==> config.mk <==
export PLATFORM = sky130hd
export DESIGN_NAME = sp_fifo_ctrl
export DESIGN_NICKNAME = d
export VERILOG_FILES = /design/src/rtl/sp_fifo_ctrl.sv
export SDC_FILE = /design/constraint.sdc
export NUM_CORES = 1
export LEC_CHECK = 0
export BUFFER_PORTS_ARGS = -buffer_cell sky130_fd_sc_hd__buf_2
export CORE_MARGIN = 1
export CORE_UTILIZATION = 29
export DETAILED_ROUTE_END_ITERATION = 10
export PLACE_DENSITY = 0.52
export SKIP_LAST_GASP = 1
export SLEW_MARGIN = 5
export SYNTH_ARGS = -nofsm -noshare
export SYNTH_HDL_FRONTEND = slang
export SYNTH_SLANG_ARGS = --single-unit
==> constraint.sdc <==
create_clock -name clk -period 6.3 [get_ports clk]
set_clock_uncertainty 0.2 [all_clocks]
set_input_delay 0.945 -clock clk [delete_from_list [all_inputs] [get_ports clk]]
set_output_delay 0.945 -clock clk [all_outputs]
set_load 0.005 [all_outputs]
==> src/rtl/sp_fifo_ctrl.sv <==
// Valid/ready FIFO controller driving one external single-port RAM (1-cycle read latency).
// Write pushes and prefetch reads share the port; a 2-entry output buffer hides read latency.
module sp_fifo_ctrl #(
  parameter int unsigned DW = 16,
  parameter int unsigned AW = 8
) (
  input  logic          clk,
  input  logic          rst_n,
  input  logic          in_valid,
  output logic          in_ready,
  input  logic [DW-1:0] in_data,
  output logic          out_valid,
  input  logic          out_ready,
  output logic [DW-1:0] out_data,
  output logic [AW+1:0] level,
  output logic          ram_ce,
  output logic          ram_we,
  output logic [AW-1:0] ram_addr,
  output logic [DW-1:0] ram_wdata,
  input  logic [DW-1:0] ram_rdata
);

  localparam int unsigned PW = AW + 1;
  localparam int unsigned LW = AW + 2;

  logic [AW:0]   wr_ptr_q, wr_ptr_d;
  logic [AW:0]   rd_ptr_q, rd_ptr_d;
  logic [AW:0]   ram_cnt_q, ram_cnt_d;
  logic          rd_pend_q, rd_pend_d;
  logic          rr_q, rr_d;
  logic [DW-1:0] obuf0_q, obuf0_d;
  logic [DW-1:0] obuf1_q, obuf1_d;
  logic [1:0]    obuf_cnt_q, obuf_cnt_d;

  logic       pop;
  logic       ram_empty;
  logic       ram_full;
  logic [1:0] obuf_occ;
  logic       rd_req;
  logic       wr_req;
  logic       wr_gnt;
  logic       rd_gnt;

  // Wrap-bit pointer compare decides full/empty; ram_cnt only feeds level.
  assign ram_empty = (wr_ptr_q == rd_ptr_q);
  assign ram_full  = (wr_ptr_q[AW] != rd_ptr_q[AW]) &&
                     (wr_ptr_q[AW-1:0] == rd_ptr_q[AW-1:0]);

  assign pop      = out_valid & out_ready;
  assign obuf_occ = obuf_cnt_q + 2'(rd_pend_q) - 2'(pop);
  assign rd_req   = !ram_empty && (obuf_occ < 2'd2);
  assign wr_req   = in_valid & !ram_full;

  // rr_q set means the last conflict went to the write, so the read is preferred next.
  assign wr_gnt = rst_n & wr_req & (!rd_req | !rr_q);
  assign rd_gnt = rst_n & rd_req & (!wr_req | rr_q);

  assign in_ready  = rst_n & !ram_full & !(rd_req & rr_q);
  assign ram_ce    = wr_gnt | rd_gnt;
  assign ram_we    = wr_gnt;
  assign ram_addr  = wr_gnt ? wr_ptr_q[AW-1:0] : rd_ptr_q[AW-1:0];
  assign ram_wdata = in_data;

  assign out_valid = (obuf_cnt_q != 2'd0);
  assign out_data  = obuf0_q;
  assign level     = LW'(ram_cnt_q) + LW'(rd_pend_q) + LW'(obuf_cnt_q);

  // Next-state: port grant bookkeeping and output-buffer push/pop.
  always_comb begin
    wr_ptr_d   = wr_ptr_q;
    rd_ptr_d   = rd_ptr_q;
    ram_cnt_d  = ram_cnt_q;
    rd_pend_d  = rd_gnt;
    rr_d       = rr_q;
    obuf0_d    = obuf0_q;
    obuf1_d    = obuf1_q;
    obuf_cnt_d = obuf_cnt_q;

    if (wr_req && rd_req) begin
      rr_d = ~rr_q;
    end

    if (wr_gnt) begin
      wr_ptr_d  = wr_ptr_q + PW'(1);
      ram_cnt_d = ram_cnt_q + PW'(1);
    end else if (rd_gnt) begin
      rd_ptr_d  = rd_ptr_q + PW'(1);
      ram_cnt_d = ram_cnt_q - PW'(1);
    end

    case ({rd_pend_q, pop})
      2'b01: begin
        obuf0_d    = obuf1_q;
        obuf_cnt_d = obuf_cnt_q - 2'd1;
      end
      2'b10: begin
        if (obuf_cnt_q == 2'd0) obuf0_d = ram_rdata;
        else                    obuf1_d = ram_rdata;
        obuf_cnt_d = obuf_cnt_q + 2'd1;
      end
      2'b11: begin
        if (obuf_cnt_q == 2'd1) begin
          obuf0_d = ram_rdata;
        end else begin
          obuf0_d = obuf1_q;
          obuf1_d = ram_rdata;
        end
      end
      default: ;
    endcase
  end

  always_ff @(posedge clk) begin
    if (!rst_n) begin
      wr_ptr_q   <= '0;
      rd_ptr_q   <= '0;
      ram_cnt_q  <= '0;
      rd_pend_q  <= 1'b0;
      rr_q       <= 1'b0;
      obuf0_q    <= '0;
      obuf1_q    <= '0;
      obuf_cnt_q <= 2'd0;
    end else begin
      wr_ptr_q   <= wr_ptr_d;
      rd_ptr_q   <= rd_ptr_d;
      ram_cnt_q  <= ram_cnt_d;
      rd_pend_q  <= rd_pend_d;
      rr_q       <= rr_d;
      obuf0_q    <= obuf0_d;
      obuf1_q    <= obuf1_d;
      obuf_cnt_q <= obuf_cnt_d;
    end
  end

endmodule
==> Word-level counts from Yosys, hierarchy flattened <==
Index checks and enable logic that the tools add are counted.
Widths: inputs -> output; s select.
{ "classes": {"mux": 10, "magnitude_cmp": 1, "n_reduce_logical": 18, "n_eq_ne": 10, "add_sub_neg": 10, "bitwise": 14} }
{ "ops": {"columns": ["cell", "count"], "rows": [
  ["$mux 16", 4],
  ["$pmux 16 s3", 1],
  ["$pmux 16 s2", 1],
  ["$add 9x1->9 const B", 3],
  ["$mux 9", 2],
  ["$add 10x2->10", 1],
  ["$add 9x1->10", 1],
  ["$and 1x1->1", 9],
  ["$eq 9x9->1", 1],
  ["$sub 9x1->9 const B", 1],
  ["$eq 8x8->1", 1],
  ["$mux 8", 1],
  ["$reduce_bool 2->1", 4],
  ["$logic_not 1->1", 6],
  ["$ne 2x2->1 const B", 3],
  ["$eq 2x1->1 const B", 2],
  ["$eq 2x2->1 const B", 2],
  ["$pmux 2 s2", 1],
  ["$reduce_and 2->1", 2],
  ["$logic_and 1x1->1", 3],
  ["$or 1x1->1", 3],
  ["$reduce_and 3->1", 1],
  ["$reduce_bool 3->1", 1],
  ["$add 2x1->2", 1],
  ["7 further kinds", 8]
]} }
{ "totals": {"out_inout_bits": 54, "register_bits": 63, "elab_cells": 71, "inputBits": 36} }

==> Longest topological paths before layout <==
Gate-level depths: netlist of run 1.
{ "depth": {"ltp_word": 10, "depth_mapped": 16, "mapped_depth_nobuf": 15} }

==> Worst setup path after synthesis of run 1 <==
Ideal clock, no wire load.
{ "synth_timing": {"kind": "input -> register", "start": "input port out_ready", "end": "register ram_cnt_q[8]", "arrival_time_ns": 4.017, "path_buffers": 1, "required_time_ns": 6.030, "stages": 13, "setup_ns": 0.070, "slack_ns": 2.013, "path_cell_list": "or4b_1 o21ai_1 xnor2_1 a311o_1 clkbuf_1 ha_1 nor2b_1 o21ai_0 a21oi_1 o41ai_1 xnor2_1 or4_1 a21oi_1"} }
{ "synth_between": {"elab_chain_len": 8, "elab_cells_between_ends": 11, "classes_between": "add/sub (1); order compare (1); mux (1); bitwise (5); reduce/logical (3)"} }
{ "synth_rtl": {"columns": ["item", "line_no", "source"], "rows": [
  ["start: declaration", "13", "input logic out_ready,"],
  ["$and 1x1->1 (*)", "49", "assign pop = out_valid & out_ready;"],
  ["$sub 2x1->2 (*)", "50", "assign obuf_occ = obuf_cnt_q + 2'(rd_pend_q) - 2'(pop);"],
  ["$lt 2x2->1 (*)", "51", "assign rd_req = !ram_empty && (obuf_occ < 2'd2);"],
  ["$logic_and 1x1->1 (*)", "51", null],
  ["$logic_not 1->1", "55", "assign wr_gnt = rst_n & wr_req & (!rd_req | !rr_q);"],
  ["$or 1x1->1", "55", null],
  ["$and 1x1->1", "55", null],
  ["$mux 9 or $reduce_bool 2->1 (tied branches)", null, null],
  ["end signal: assignment", "126", "ram_cnt_q <= ram_cnt_d;"],
  ["end: declaration", "28", "logic [AW:0] ram_cnt_q, ram_cnt_d;"]
]} }
Every way passes the cells marked *; elsewhere a longest branch is shown, timed or not.
A chain may end at the register's enable or synchronous reset.

==> Final worst setup path of run 1 <==
{ "layout_timing": {"start": "register obuf_cnt_q[1]", "end": "register ram_cnt_q[8]"} }
{ "layout_between": {"elab_chain_len": 9, "elab_cells_between_ends": 13, "classes_between": "add/sub (2); order compare (1); mux (1); bitwise (5); reduce/logical (4)"} }
{ "layout_rtl": {"columns": ["item", "line_no", "source"], "rows": [
  ["start: declaration", "33", "logic [1:0] obuf_cnt_q, obuf_cnt_d;"],
  ["start signal: assignment", "131", "obuf_cnt_q <= obuf_cnt_d;"],
  ["branches (longest 2 deep; another with $add 2x1->2)", null, null],
  ["$sub 2x1->2 (*)", "50", null],
  ["$lt 2x2->1 (*)", "51", null],
  ["$logic_and 1x1->1 (*)", "51", null],
  ["$logic_not 1->1", "55", null],
  ["$or 1x1->1", "55", null],
  ["$and 1x1->1", "55", null],
  ["$mux 9 or $reduce_bool 2->1 (tied branches)", null, null]
]} }
Mark *: on every way between the ends.

==> flow_summary.json, run 1 <==
{
  "status": "complete, no violations",
  "critPathKind": "flip-flop to flip-flop",
  "start_util_pct": 29.88,
  "r2r_slack_ns": 1.46,
  "fillers": 1215,
  "r2r_end": "ram_cnt_q[8]",
  "wl_per_cell_um": 12.93,
  "h-tree-depth": 3,
  "finalHoldViolations": 0,
  "clk_pin_slew_ns": 0.06,
  "synth_top_area_share_pct": 36.96,
  "synth-warning-count": 0,
  "ant_nets": 0,
  "clock_sinks": 63,
  "avgSynthCellArea_um2": 8.509,
  "post-route-period-util_pct": 76.84,
  "cp_slowest_stage_delay_ns": 0.74,
  "p_sw_uw": 664.6,
  "timing.setup.tns_ns": 0,
  "die-area_um2": 12200,
  "fmax_ghz": 0.2066,
  "leakagePower_uw": 0.001730,
  "ys_ff_latch": 63,
  "crit_required_ns": 6.35,
  "port_buffers": 57,
  "die_height_um": 110.5,
  "min_path_type": "flip-flop to flip-flop",
  "routed_via_density": 4.785,
  "worstPathCellList": "inv_1 -> ha_1 -> or4b_1 -> o21ai_1 -> xnor2_1 -> a311o_1 -> clkinv_2 -> fa_1 -> nor2b_1 -> o21ai_0 -> a21oi_1 -> o41ai_1 -> xnor2_1 -> or4_1 -> a21oi_1",
  "grt_setup_unrepaired": "false",
  "post_cts_buffers": 0,
  "combPwrFrac_pct": 38.5,
  "internal-power_uw": 1200,
  "row_count": 39,
  "cts_buffer_depth": 2,
  "place_ws_ns": 1.221,
  "p_clk_share_pct": 29.2,
  "netlist_instances": 401,
  "register_area_um2": 1261,
  "relSlewSlack_pct": 48.15,
  "tightest_slew_ns": 0.7778,
  "cts.hold.buffers_added": 0,
  "drt-total-wl_um": 7578,
  "drive_gt1_share_pct": 19.64,
  "synth_nets": 453,
  "num_vias": 2804,
  "finalMaxSlewViolations": 0,
  "drt-pass1-iter-count": 6,
  "whs_path_depth": 2,
  "n_antenna_cell": 0,
  "setup_viol": 0,
  "track_usage_pct": 12.99,
  "peakVddDrop_mv": 0.1771,
  "hpwlAfterDp_um": 5478,
  "min_to": "obuf1_q[12]",
  "reg2regPathDepth": 15,
  "fin_util_pct": 35.61,
  "drv_cap": 0,
  "synth.yosys.seq_area_share_pct": 36.96,
  "synth_largest_area_cell": "dfxtp_1",
  "area_growth_pct": 19.18,
  "critical_path.slowest_cell": "a311o_1",
  "post_synth_num_cell_types": 40,
  "grt_max_degree": 59,
  "grt-ovfl-total": 0,
  "worstSetupStartpointType": "flip-flop",
  "switching_share_pct": 35.63,
  "dpl_cell_area_um2": 3735,
  "ctsResizeCount": 0,
  "finalNetCount": 490,
  "netlist_area_um2": 3412,
  "chipWidth_um": 110.5,
  "multi_input_area_um2": 1922,
  "place.gp.congestion": 0.7737,
  "endpoint_kind": "flip-flop",
  "antenna_found_initial": 0,
  "p_seq_share_pct": 32.3,
  "numCtsBuffers": 9,
  "critPathMaxFanout": 19,
  "min_from": "obuf1_q[12]",
  "rr_startpoint": "obuf_cnt_q[1]",
  "drc": 0,
  "drtIter0Drc": 125,
  "cts_tree": "built",
  "grt_pass1_wl_um": 12970,
  "min_period_ns": 4.841,
  "power_density_nw_per_um2": 458.6,
  "fin_area_um2": 4066,
  "core_um2": 11420,
  "insertion_delay_ns": 0.32,
  "cts_root_buf": "clkbuf_16",
  "synthTopCellsByArea": "dfxtp_1 (37%), nor2_1 (7.6%), mux2i_1 (6.7%)",
  "worstPathArrival_ns": 4.89,
  "grt_pass1_vias": 2672,
  "ioPinCount": 90,
  "worst_slack_ns": 1.459
}
cells in the final DEF (no fill, tap or decap), types with 3 or more instances in the layout:
| master | netlist | routed |
|---|---|---|
| a211oi_1 | 18 | 18 |
| a21oi_1 | 6 | 6 |
| a22oi_1 | 16 | 16 |
| and3_1 | 4 | 4 |
| buf_2 | 1 | 57 |
| buf_4 | 16 | 4 |
| clkbuf_16 | 0 | 9 |
| dfxtp_1 | 63 | 63 |
| fa_1 | 3 | 3 |
| ha_1 | 13 | 13 |
| inv_1 | 14 | 13 |
| mux2i_1 | 23 | 23 |
| nand2_1 | 41 | 41 |
| nand3_1 | 10 | 10 |
| nand4_1 | 6 | 6 |
| nor2_1 | 69 | 69 |
| nor2b_1 | 4 | 4 |
| o21ai_0 | 6 | 6 |
| o31ai_1 | 3 | 3 |
| xnor2_1 | 19 | 19 |
| xor2_1 | 23 | 23 |
worst max-delay path by stage:
stage                             start      endpoint  slack [ns]  cells after the start
final                     obuf_cnt_q[1]  ram_cnt_q[8]        1.46                     15
after global routing      obuf_cnt_q[1]  ram_cnt_q[8]        1.02                     15
after CTS                 obuf_cnt_q[1]  ram_cnt_q[8]        1.42                     15
after detailed placement      out_ready  ram_cnt_q[8]        1.22                     14
after global placement        out_ready  ram_cnt_q[8]        1.27                     14
after floorplan               out_ready  ram_cnt_q[8]        2.01                     13
synth_stat cells:
library cell and count:
a22oi_1 16, o21bai_1 1, a31oi_1 1, a31o_2 2, o21ai_0 6, a21o_1 1, mux2i_1 23, and3_1 4
a311o_1 1, buf_1 1, clkbuf_1 17, nor2_2 1, a211oi_1 18, nor4_2 2, buf_2 1, ha_1 13
fa_1 3, a311oi_1 1, clkinv_2 1, o41ai_1 2, nor2_1 69, or2_2 1, a21oi_1 6, buf_4 16
xnor2_1 19, xor2_1 23, dfxtp_1 63, a211o_1 1, nand4_1 6, inv_1 14, o211ai_1 2, nand3_1 10
nand2_1 41, o21ai_1 2, or4_1 1, nor3_1 2, o31ai_1 3, nor2b_1 4, or4b_1 1, and4_1 2
worst max-delay path: cells and delay by family (launching register included):
family                   cells  cell delay (ns)
AO/OA/AOI/OAI                6             1.38
XOR/XNOR                     2             0.38
adder cells (fa/ha/maj)      2             0.81
buffers and inverters        2             0.52
flip-flops                   1             0.43
AND/OR/NAND/NOR              3             1.04
kinds of logic (layout without fill, tap and decap cells):
family | count (synthesis) | count (layout) | share of synthesized area, %
compound gates | 63 | 63 | 13.09
buf+inv | 50 | 92 | 7.334
mux | 23 | 23 | 6.747
simple gates | 144 | 144 | 18.56
fa+ha+maj | 16 | 16 | 6.528
flops | 63 | 63 | 36.96
xor+xnor | 42 | 42 | 10.78
through the flow:
stage / hold slack [ns] / std cells / total power, µW
floorplan: 0.2613 / 401 / 1124
detailed placement: 0.2798 / 570 / 1344
global placement: 0.2732 / 570 / 1333
finish: 0.2900 / 586 / 1865
CTS: 0.2960 / 586 / 1901
global route: 0.3154 / 586 / 2016
power groups by stage:
stage	Sequential, µW	Clock [µW]	Combinational [µW]
detailed placement	611	0	733
floorplan	590	0	534
global route	620	584	813
CTS	604	562	735
finish	602	545	718
global placement	608	0	725
flip-flops by register name (all words and copies together), names as in the netlist:
| register | count |
|---|---|
| obuf1_q | 16 |
| out_data | 16 |
| ram_cnt_q | 9 |
| rd_ptr_q | 9 |
| wr_ptr_q | 9 |
| obuf_cnt_q | 2 |
| rd_pend_q | 1 |
| rr_q | 1 |
layer usage:
layer	track usage, %	vias up	wire length (µm)
met3	3.677	15	348
met2	21.86	62	3617
met4	4.000	0	109
li1	-	1438	-
met5	0	-	0
met1	15.97	1289	3503
area by class of cell:
type | instances | area share [%]
Clock buffer | 10 | 5.877
Clock inverter | 6 | 2.277
Inverter | 15 | 1.415
Multi-Input combinational cell | 288 | 47.26
Sequential cell | 63 | 31.02
Tap cell | 143 | 4.400
Timing Repair Buffer | 61 | 7.754
No activity file was read; power rests on OpenSTA's default activity.
==> inputs of run 2 (changes only) <==
- PLACE_DENSITY: 0.52 -> 0.54
- clock period: 6.3 -> 4 ns (I/O delays scaled with it)
==> flow_summary.json, run 2 (synthesis gave the netlist of run 1 again) <==
{
  "status": "complete, no violations",
  "finalHoldViolations": 0,
  "fmax_ghz": 0.2652,
  "switching_share_pct": 37.73,
  "num_vias": 2858,
  "cts_tree": "built",
  "post_cts_buffers": 0,
  "internal-power_uw": 1800,
  "crit_start": "obuf_cnt_q[0]",
  "setup_viol": 0,
  "combPwrFrac_pct": 42.8,
  "ioPinCount": 90,
  "drt-total-wl_um": 7810,
  "worst_slack_ns": 0.2290,
  "hold_ws_ns": 0.2904,
  "critPathKind": "flip-flop to flip-flop",
  "cts.hold.buffers_added": 0,
  "cts_root_buf": "clkbuf_16",
  "grt-ovfl-total": 0,
  "mostFrequentLayoutCells": "nor2_1 (69), dfxtp_1 (62), buf_2 (57)",
  "rr_startpoint": "obuf_cnt_q[0]",
  "grt_max_degree": 59,
  "n_antenna_cell": 0,
  "hpwlAfterDp_um": 5485,
  "h-tree-depth": 3,
  "p_sw_uw": 1090,
  "area_growth_pct": 21.12,
  "crit_required_ns": 4.06,
  "layout_commonest_cell": "nor2_1",
  "cts_buffer_depth": 2,
  "drv_cap": 0,
  "peakVddDrop_mv": 0.3537,
  "relSlewSlack_pct": 22.41,
  "row_count": 39,
  "core_um2": 11420,
  "worstPathArrival_ns": 3.84,
  "drt-pass1-iter-count": 4,
  "worstSetupStartpointType": "flip-flop",
  "min_from": "obuf1_q[5]",
  "drive_gt1_share_pct": 23.13,
  "track_usage_pct": 13.42,
  "cp_top_family": "compound AO/OA/AOI/OAI gates",
  "die_height_um": 110.5,
  "numCtsBuffers": 9,
  "p_clk_share_pct": 24.6,
  "min_path_type": "flip-flop to flip-flop",
  "port_buffers": 57,
  "drtIter0Drc": 119,
  "antenna_found_initial": 0,
  "place.gp.congestion": 0.8070,
  "wl_per_cell_um": 13.08,
  "min_period_ns": 3.771,
  "ant_nets": 0,
  "tightest_slew_ns": 1.164,
  "cp_num_buf_inv": 2,
  "endpoint_kind": "flip-flop",
  "critical_path.slowest_cell": "or4b_1",
  "post-route-period-util_pct": 94.27,
  "p_seq_share_pct": 32.6,
  "timing.setup.tns_ns": 0,
  "finalMaxSlewViolations": 0,
  "clock_sinks": 63,
  "drc": 0,
  "critPathMaxFanout": 6,
  "start_util_pct": 29.88,
  "grt_pass1_wl_um": 13010,
  "worstPathCellList": "inv_1 -> ha_1 -> or4b_1 -> o21ai_2 -> xnor2_1 -> a311o_2 -> buf_4 -> ha_1 -> o21ai_1 -> a21oi_1 -> o41ai_2 -> xnor2_1 -> or4_1 -> a21oi_1",
  "clk_pin_slew_ns": 0.06,
  "routed_via_density": 4.787,
  "cp_slowest_stage_delay_ns": 0.51,
  "r2r_slack_ns": 0.23,
  "place_ws_ns": 0.01474,
  "chipWidth_um": 110.5,
  "power_density_nw_per_um2": 699.3,
  "die-area_um2": 12200,
  "insertion_delay_ns": 0.34,
  "leakagePower_uw": 0.001767,
  "grt_pass1_vias": 2667,
  "grt_setup_unrepaired": "false",
  "finalNetCount": 501
}
==> run 2: cell count changes in the layout (fill, tap and decap cells not counted), sizes merged <==
cell,change
buf,+11
clkinv,+4
bufinv,-2
inv,-2
clkbuf,-1
clkinvlp,+1
==> run 2: layout make-up <==
cell class,count,area (µm²)
clock buffers,9,225.2
repair buffers,72,397.9
inverters,15,57.56
well taps,143,178.9
flip-flops and latches,63,1262
multi-input cells,288,1961
fillers,1184,7286
clock inverters,7,50.05
==> run 2: power groups by stage <==
stage / Sequential [µW] / Clock, µW / Combinational (µW)
2_1_floorplan: 929 / 0 / 841
3_3_place_gp: 948 / 0 / 1190
3_5_place_dp: 953 / 0 / 1210
4_1_cts: 942 / 732 / 1220
5_1_grt: 966 / 762 / 1390
6_report: 943 / 710 / 1240
==> run 2: what timing repair did <==
item	4_1_cts	5_1_grt
pin swaps	0	2
gates resized for setup	1	9
setup endpoints to repair	1	2
==> run 2: metal layers <==
layer  part of all wire (%)  vias up  wire (µm)  global-route usage (%)
li1                       -     1463          -                       -
met1                     45     1296       3539                   15.94
met2                     46       80       3577                   21.20
met3                    6.3       19        493                   4.940
met4                    2.5        0        199                   6.756
met5                      0        -          0                       0
==> run 2: worst register-to-register path, delay by kind of cell, from the launching register on <==
kind	cells	cell delay, ns
AOI/OAI and AO/OA	6	1.17
DFF	1	0.37
and+or+nand+nor	2	0.91
xor gates and xnor gates	2	0.22
buffers and inverters	2	0.27
adders and majority gates	2	0.55
==> run 2: worst paths after layout <==
| kind | end | depth (start not counted) |
|---|---|---|
| min | obuf1_q[5] | 2 |
| max | ram_cnt_q[8] | 14 |
| max reg2reg | ram_cnt_q[8] | 14 |
| min reg2reg | obuf1_q[5] | 2 |
==> run 2: per-stage QoR <==
stage               cells  power, µW  util (%)  cell area [µm²]
floorplan             401       1770         -             3413
global placement      581       2137     33.43             3817
detailed placement    581       2159     33.43             3817
CTS                   597       2898     35.91             4100
global route          597       3115     36.19             4133
finish                597       2890     36.19             4133
